<file path="config.mk">
export PLATFORM = sky130hd
export DESIGN_NAME = qspi_rom_arbiter
export DESIGN_NICKNAME = d
export VERILOG_FILES = /design/src/rtl/qspi_pkg.sv /design/src/rtl/qspi_nibble_shifter.sv /design/src/rtl/qspi_rom_arbiter.sv
export SDC_FILE = /design/constraint.sdc
export NUM_CORES = 1
export LEC_CHECK = 0
export BUFFER_PORTS_ARGS = -buffer_cell sky130_fd_sc_hd__buf_4
export CAP_MARGIN = 20
export CORE_ASPECT_RATIO = 1.75
export CORE_MARGIN = 5
export CORE_UTILIZATION = 59
export CTS_BUF_LIST = sky130_fd_sc_hd__clkbuf_4 sky130_fd_sc_hd__clkbuf_8
export DETAILED_ROUTE_END_ITERATION = 10
export PLACE_DENSITY_LB_ADDON = 0.3
export SLEW_MARGIN = 0
export SYNTH_ARGS = -nofsm -noshare
export SYNTH_HDL_FRONTEND = slang
export SYNTH_SLANG_ARGS = --single-unit
export TNS_END_PERCENT = 50
</file>
<file path="constraint.sdc">
create_clock -name clk -period 2.9 [get_ports clk]
set_input_delay 0.58 -clock clk [delete_from_list [all_inputs] [get_ports clk]]
set_output_delay 0.58 -clock clk [all_outputs]
set_load 0.02 [all_outputs]
</file>
<file path="src/rtl/qspi_pkg.sv">
// Shared definitions for the quad-SPI ROM read arbiter: the state encoding,
// the default read opcode and the nibble counts of the fixed-length phases.
package qspi_pkg;

  typedef enum logic [2:0] {
    ST_IDLE     = 3'd0,
    ST_CMD      = 3'd1,
    ST_ADDR     = 3'd2,
    ST_DUMMY    = 3'd3,
    ST_DATA     = 3'd4,
    ST_DESELECT = 3'd5
  } qspi_state_e;

  localparam logic [7:0] QSPI_CMD_DEFAULT = 8'hEB;
  localparam int         CMD_NIBBLES      = 2;
  localparam int         DATA_NIBBLES     = 2;

  function automatic int max_int(input int a, input int b);
    return (a > b) ? a : b;
  endfunction

endpackage

</file>
<file path="src/rtl/qspi_nibble_shifter.sv">
// Parallel-load shift register moving one nibble per step, MSB first. It
// streams {opcode, address} out and collects the returned data nibbles.
module qspi_nibble_shifter #(
  parameter int W = 32
) (
  input  logic         clk,
  input  logic         rst_n,
  input  logic         load_i,
  input  logic [W-1:0] load_val_i,
  input  logic         shift_i,
  input  logic [3:0]   nib_i,
  output logic [3:0]   msb_nib_o,
  output logic [3:0]   lsb_nib_o
);

  logic [W-1:0] data_q;

  always_ff @(posedge clk or negedge rst_n) begin
    if (!rst_n) begin
      data_q <= '0;
    end else if (load_i) begin
      data_q <= load_val_i;
    end else if (shift_i) begin
      data_q <= {data_q[W-5:0], nib_i};
    end
  end

  assign msb_nib_o = data_q[W-1:W-4];
  assign lsb_nib_o = data_q[3:0];

endmodule

</file>
<file path="src/rtl/qspi_rom_arbiter.sv">
// Two-requester fixed-priority arbiter in front of a quad-SPI flash: each grant
// runs one CMD/ADDR/DUMMY/DATA frame and returns a single byte to the grantee.
module qspi_rom_arbiter
  import qspi_pkg::*;
#(
  parameter int         ADDR_W        = 24,
  parameter int         DUMMY_NIBBLES = 4,
  parameter logic [7:0] CMD           = QSPI_CMD_DEFAULT
) (
  input  logic              clk,
  input  logic              rst_n,
  input  logic              req0,
  input  logic [ADDR_W-1:0] addr0,
  output logic              ack0,
  input  logic              req1,
  input  logic [ADDR_W-1:0] addr1,
  output logic              ack1,
  output logic [7:0]        rdata,
  output logic              busy,
  output logic              spi_sck,
  output logic              spi_cs_n,
  output logic [3:0]        spi_io_out,
  output logic [3:0]        spi_io_oe,
  input  logic [3:0]        spi_io_in,
  output qspi_state_e       dbg_state_o
);

  localparam int ADDR_NIBBLES = ADDR_W / 4;
  localparam int MAX_NIB      = max_int(max_int(CMD_NIBBLES, DATA_NIBBLES),
                                        max_int(ADDR_NIBBLES, DUMMY_NIBBLES));
  localparam int CNT_W        = (MAX_NIB > 1) ? $clog2(MAX_NIB) : 1;
  localparam int SH_W         = 8 + ADDR_W;

  qspi_state_e       state_q;
  logic              ph_q;        // 0: SCK low, new nibble driven; 1: SCK high
  logic [CNT_W-1:0]  cnt_q;
  logic              grant1_q;
  logic              cs_n_q;
  logic              sck_q;
  logic [3:0]        oe_q;
  logic              ack0_q;
  logic              ack1_q;
  logic [7:0]        rdata_q;

  logic              start_d;
  logic              shift_d;
  logic [ADDR_W-1:0] addr_d;
  logic [3:0]        sh_msb;
  logic [3:0]        sh_lsb;

  function automatic logic [CNT_W-1:0] last_nib(input qspi_state_e s);
    case (s)
      ST_CMD:   last_nib = CNT_W'(CMD_NIBBLES - 1);
      ST_ADDR:  last_nib = CNT_W'(ADDR_NIBBLES - 1);
      ST_DUMMY: last_nib = CNT_W'(DUMMY_NIBBLES - 1);
      ST_DATA:  last_nib = CNT_W'(DATA_NIBBLES - 1);
      default:  last_nib = '0;
    endcase
  endfunction

  always_comb begin
    start_d = 1'b0;
    shift_d = 1'b0;
    addr_d  = req0 ? addr0 : addr1;
    if (state_q == ST_IDLE) begin
      start_d = req0 || req1;
    end
    // Shift at the close of phase B, the same edge that samples spi_io_in.
    if (ph_q && (state_q == ST_CMD || state_q == ST_ADDR || state_q == ST_DATA)) begin
      shift_d = 1'b1;
    end
  end

  qspi_nibble_shifter #(
    .W(SH_W)
  ) u_shifter (
    .clk        (clk),
    .rst_n      (rst_n),
    .load_i     (start_d),
    .load_val_i ({CMD, addr_d}),
    .shift_i    (shift_d),
    .nib_i      (spi_io_in),
    .msb_nib_o  (sh_msb),
    .lsb_nib_o  (sh_lsb)
  );

  always_ff @(posedge clk or negedge rst_n) begin
    if (!rst_n) begin
      state_q  <= ST_IDLE;
      ph_q     <= 1'b0;
      cnt_q    <= '0;
      grant1_q <= 1'b0;
      cs_n_q   <= 1'b1;
      sck_q    <= 1'b0;
      oe_q     <= 4'h0;
      ack0_q   <= 1'b0;
      ack1_q   <= 1'b0;
      rdata_q  <= 8'h00;
    end else begin
      ack0_q <= 1'b0;
      ack1_q <= 1'b0;
      unique case (state_q)
        ST_IDLE: begin
          if (start_d) begin
            state_q  <= ST_CMD;
            grant1_q <= !req0;
            cs_n_q   <= 1'b0;
            sck_q    <= 1'b0;
            ph_q     <= 1'b0;
            cnt_q    <= '0;
            oe_q     <= 4'hF;
          end
        end
        ST_CMD, ST_ADDR, ST_DUMMY, ST_DATA: begin
          if (!ph_q) begin
            ph_q  <= 1'b1;
            sck_q <= 1'b1;
          end else begin
            ph_q  <= 1'b0;
            sck_q <= 1'b0;
            if (cnt_q != last_nib(state_q)) begin
              cnt_q <= cnt_q + CNT_W'(1);
            end else begin
              cnt_q <= '0;
              case (state_q)
                ST_CMD: state_q <= ST_ADDR;
                ST_ADDR: begin
                  state_q <= ST_DUMMY;
                  oe_q    <= 4'h0;
                end
                ST_DUMMY: state_q <= ST_DATA;
                default: begin
                  // Low data nibble arrives on this very edge, so it bypasses the shifter.
                  state_q <= ST_DESELECT;
                  cs_n_q  <= 1'b1;
                  ack0_q  <= !grant1_q;
                  ack1_q  <= grant1_q;
                  rdata_q <= {sh_lsb, spi_io_in};
                end
              endcase
            end
          end
        end
        ST_DESELECT: begin
          if (!ph_q) begin
            ph_q <= 1'b1;
          end else begin
            ph_q    <= 1'b0;
            state_q <= ST_IDLE;
          end
        end
        default: begin
          state_q <= ST_IDLE;
          ph_q    <= 1'b0;
          cs_n_q  <= 1'b1;
          sck_q   <= 1'b0;
          oe_q    <= 4'h0;
        end
      endcase
    end
  end

  assign ack0        = ack0_q;
  assign ack1        = ack1_q;
  assign rdata       = rdata_q;
  assign busy        = (state_q != ST_IDLE);
  assign spi_sck     = sck_q;
  assign spi_cs_n    = cs_n_q;
  assign spi_io_oe   = oe_q;
  assign spi_io_out  = sh_msb & oe_q;
  assign dbg_state_o = state_q;

endmodule

</file>
After elaboration in Yosys (flattened, before gate mapping)

Index checks and enable logic that the tools add are counted.

Reduce and logical (&&, ||, !) cells: 21
Add/sub/neg operators: 1
Muxes and demuxes: 39
Bitwise gates (word level): 4
Equality and inequality tests: 12

Operator list:

| kind                | count |
|---|---|
| $mux 32             | 2 |
| $mux 3              | 9 |
| $pmux 3 s3          | 3 |
| $mux 24             | 1 |
| $mux 4              | 4 |
| $mux 1              | 15 |
| $ne 2x2->1 const B  | 6 |
| $pmux 4 s3          | 1 |
| $reduce_and 5->1    | 2 |
| $reduce_and 4->1    | 2 |
| $eq 3x2->1 const B  | 2 |
| $eq 3x3->1 const B  | 2 |
| $pmux 1 s3          | 2 |
| $pmux 3 s2          | 1 |
| $reduce_or 5->1     | 1 |
| $and 4x4->4         | 1 |
| $reduce_and 2->1    | 2 |
| $reduce_bool 2->1   | 2 |
| $reduce_or 4->1     | 1 |
| $add 3x1->3 const B | 1 |
| $eq 3x1->1 const B  | 1 |
| $logic_not 3->1     | 1 |
| $logic_or 1x1->1    | 3 |
| $ne 3x3->1          | 1 |
| other kinds (8)     | 11 |

Word-level logic and storage cells: 88
Output and inout port bits: 24
Register bits after elaboration: 56

Longest topological paths before layout

Depth after elaboration: 9
Mapped depth: 7
Gate-level depth less buffers: 4

Hierarchy

From an unflattened synthesis, not the netlist that was laid out.

Cell total of the unflattened synthesis: 300
Area, all modules: 3118.0 um^2

Modules (own cells, without submodules):

| module              | sequential area each (um^2) | instances | cells each | area each (um^2) |
|---|---|---|---|---|
| qspi_nibble_shifter | 800.8                       | 1         | 147        | 1572.8 |
| qspi_rom_arbiter    | 526.8                       | 1         | 153        | 1545.2 |

Worst setup path before layout

OpenSTA, ideal clock, no wires.

Kind: register to register
Start point: reg state_q[0], in the netlist dbg_state_o[0]
End point: reg u_shifter.data_q[10]
Stages on the path, launching flop included: 8
Required time: 2.776 ns
Arrival: 1.672 ns
Slack: 1.104 ns
Setup time: 0.124 ns
Cells stage by stage: dfrtp_1 -> buf_2 -> nor3_2 -> o21ai_1 -> buf_2 -> buf_2 -> a211oi_1 -> o31ai_2

Longest elaborated chain between the ends: 6
Elaborated cells on any way between the ends: 11
Those cells by class: eq/ne (3); mux (3); reduce/logical (5)

RTL lines:

| element                                  | RTL line                  | RTL |
|---|---|---|
| start, declared                          | qspi_rom_arbiter.sv:34    | `qspi_state_e state_q;` |
| start signal, assigned                   | qspi_rom_arbiter.sv:89    | `state_q <= ST_IDLE;` |
| start signal, assigned                   | qspi_rom_arbiter.sv:105   | `state_q <= ST_CMD;` |
| start signal, assigned                   | qspi_rom_arbiter.sv:126   | `ST_CMD: state_q <= ST_ADDR;` |
| $eq 3x1->1 or $eq 3x2->1 (tied branches) | qspi_rom_arbiter.sv:69    | `if (ph_q && (state_q == ST_CMD \|\| state_q == ST_ADDR \|\| state_q == ST_DATA)) begin` |
| $logic_or 1x1->1 (2 in a row)            | qspi_rom_arbiter.sv:69    |  |
| $logic_and 1x1->1                        | qspi_rom_arbiter.sv:69    |  |
| $mux 1                                   | qspi_rom_arbiter.sv:69    |  |
| $reduce_bool 2->1 (no line)              | -                         |  |
| end signal, assigned                     | qspi_nibble_shifter.sv:22 | `data_q <= load_val_i;` |
| end signal, assigned                     | qspi_nibble_shifter.sv:24 | `data_q <= {data_q[W-5:0], nib_i};` |
| end, declared                            | qspi_nibble_shifter.sv:16 | `logic [W-1:0] data_q;` |

Several ways; a longest one is shown, not always the timed one.
A chain may end at the register's enable or synchronous reset.

Final worst setup path

Start point: reg state_q[0], in the netlist dbg_state_o[0]
End point: reg u_shifter.data_q[6]

Same word-level chain as after synthesis.

==> run metrics <==
Critical Path AT ~2600 ps; initial antenna violation count 0; ANT cells 0; P_leak ~1.6 nW; total die area 6740 um2; Post-Syn Area 3040 um2; Worst Max-Slew Pin Slew between 800 and 900 ps; CTS Buf Count 5; wire per inst ~16 um; Pwr Total 3.56 mW; CTS resizes 0; FMAX between 0.4 and 0.5 GHz; GRT overflow 0; Synth Area in XOR/XNOR 0%; Die H 105 um; Cell variety after synth 45; simple-gate portion of the synthesized area 20.9%; initial detailed-routing violation count approximately 130; Post-synth EDFFs 0; vias in the first global route 2,481; Hold Slack 289 ps; first-pass GRT wire length 11.1 mm; I/O pin total 80; Avg Vias per Cell 6.06; WL final 6.77 mm; layout cells sized above 1 a little over a third; final layout net count 424; CTS H-tree depth 2; DRC 0; Crit. End Element register; worst reg-to-reg path cell count 5; post-route ant nets 0; most frequent cells in the layout 86 x buf_4, 52 x dfrtp_1, 34 x nor2_1; max-slew violations 0; pwr/cell area 963 nW/um2; fill count a little under 400; syn_nets 360; Setup Fix Bufs, Post-CTS 0; Core Rows 34; Core Area 4980 um2; status finished clean; Clk Latency, worst-skew pair 310 ps; GP Congestion 0.846; Setup Total Neg Slack 0 ps; Hold Crit Class in -> async; mean post-synth cell area 10.0 um2; # port buffers 79; die width around 64 um; drt pass-1 iters 4; post-synthesis cell count slightly above 300; initial core utilization around 61%; RR Endpoint u_shifter.data_q[6]; clk_skew 9.28 ps; register area 1330 um2; worst flop-to-flop path startpoint dbg_state_o[0]; area grow syn2layout 21.9%; Synth Area in Compound Gates 23.0%; worst endpoint required time roughly 3100 ps; Max Cap Viol 0; Yosys reg bits 53; Startpoint Class register; DP Wirelength 4.86 mm; sequential area share after synthesis a little over two fifths; CTS root buf clkbuf_8; CTS tree done; pin count of the biggest net entering global routing 56; ys async rst share 100%; r2r setup slk roughly 520 ps; Synth Area in Adders 0.412%; Setup Viol. Count Final 0; area leader, netlist dfrtp_1; Area contributors post-synth dfrtp_1 43%, o31ai_2 8.2%, a211oi_1 6.4%; CTS max path bufs 2; most common cell after layout, fill and taps aside buf_4; final hold viol count 0; Peak VDD IR between 900 and 1000 uV; slew margin rel. between 30 and 40%; clock-pin slew on the worst setup and hold paths 100 ps; RSZ-0062 raised after global routing no; cts-stage hold buffer count 0; Primary FF master, synth dfrtp_1; GRT Total Usage about a fifth; critical path class reg -> reg; Synthesis Warnings 0; multiplexer share of the synthesized area 6.27%; area of the multi-input gates between 1500 and 2000 um2; vias around 2,600; crit-path max FO 24; Synth top area share 42.9%; crit path time final 2380 ps; clock sinks 53; largest family of logic cells by synthesized area compound AO/OA/AOI/OAI gates; period utilisation layout 82.0%
-- stage by stage --
stage                     instance area (um2)  std cells  worst slack [ps]  util [%]
final                                    3700        422               522      74.3
after global routing                     3700        422               386      74.3
after CTS                                3700        422               526      74.3
after detailed placement                 3610        414               546      72.5
after global placement                   3610        414               613      72.5
after floorplan                          3040        303              1100         -
-- critical path, cell delays in order, from the launching register on --
cell and delay (ps):
dfrtp_1 550, or2_2 430, nor3_4 740, buf_4 290
nor2_1 60, o31ai_2 220
-- cell type report --
cell class / instances / share of cell area [%]
multi-input combinational: 217 / 42.0
sequential: 53 / 35.9
timing repair buffer: 86 / 17.5
clock buffer: 6 / 2.06
tap: 54 / 1.83
clock inverter: 2 / 0.406
inverter: 4 / 0.406
-- worst max-delay path by stage --
stage / from / endpoint / slack (ps)
2_1_floorplan: dbg_state_o[0] / u_shifter.data_q[10] / 1100
3_3_place_gp: dbg_state_o[0] / u_shifter.data_q[7] / 610
3_5_place_dp: dbg_state_o[0] / u_shifter.data_q[6] / 550
4_1_cts: dbg_state_o[0] / u_shifter.data_q[6] / 530
5_1_grt: dbg_state_o[0] / u_shifter.data_q[4] / 390
6_report: dbg_state_o[0] / u_shifter.data_q[6] / 520
-- cell usage after synthesis, drive strengths merged (8+ instances only) --
| library cell | n |
|---|---|
| dfrtp | 52 |
| nor2 | 34 |
| nor2b | 29 |
| o31ai | 27 |
| a211oi | 26 |
| nand3 | 25 |
| buf | 19 |
| nand2 | 13 |
| clkbuf | 10 |
| mux2i | 10 |
| mux2 | 8 |
-- metal layers --
layer	part of all wire [%]	routed length [um]	vias up	GRT usage (%)
li1	-	-	1230	-
met1	40	2730	1233	24.3
met2	53	3570	82	34.7
met3	5.2	349	11	3.01
met4	1.8	123	0	7.13
met5	0	0	-	0
-- kinds of logic after synthesis --
logic type,Yosys count
flops,53
simple gates,120
fa+ha+maj,1
buf+inv,33
mux,18
compound gates,78
-- flip-flops by register name (all words and copies together), names as in the netlist --
register          count
u_shifter.data_q     32
rdata                 8
cnt_q                 3
dbg_state_o           3
ack0                  1
ack1                  1
grant1_q              1
ph_q                  1
spi_cs_n              1
spi_io_oe             1
spi_sck               1
-- where the power goes --
group / switching [mW] / leakage (nW) / internal (mW)
logic: 1.03 / 0.945 / 0.817
clock network: 0.247 / 0.0408 / 0.180
registers: 0.257 / 0.645 / 1.04
Note: power is estimated with default switching activity, not from simulation.
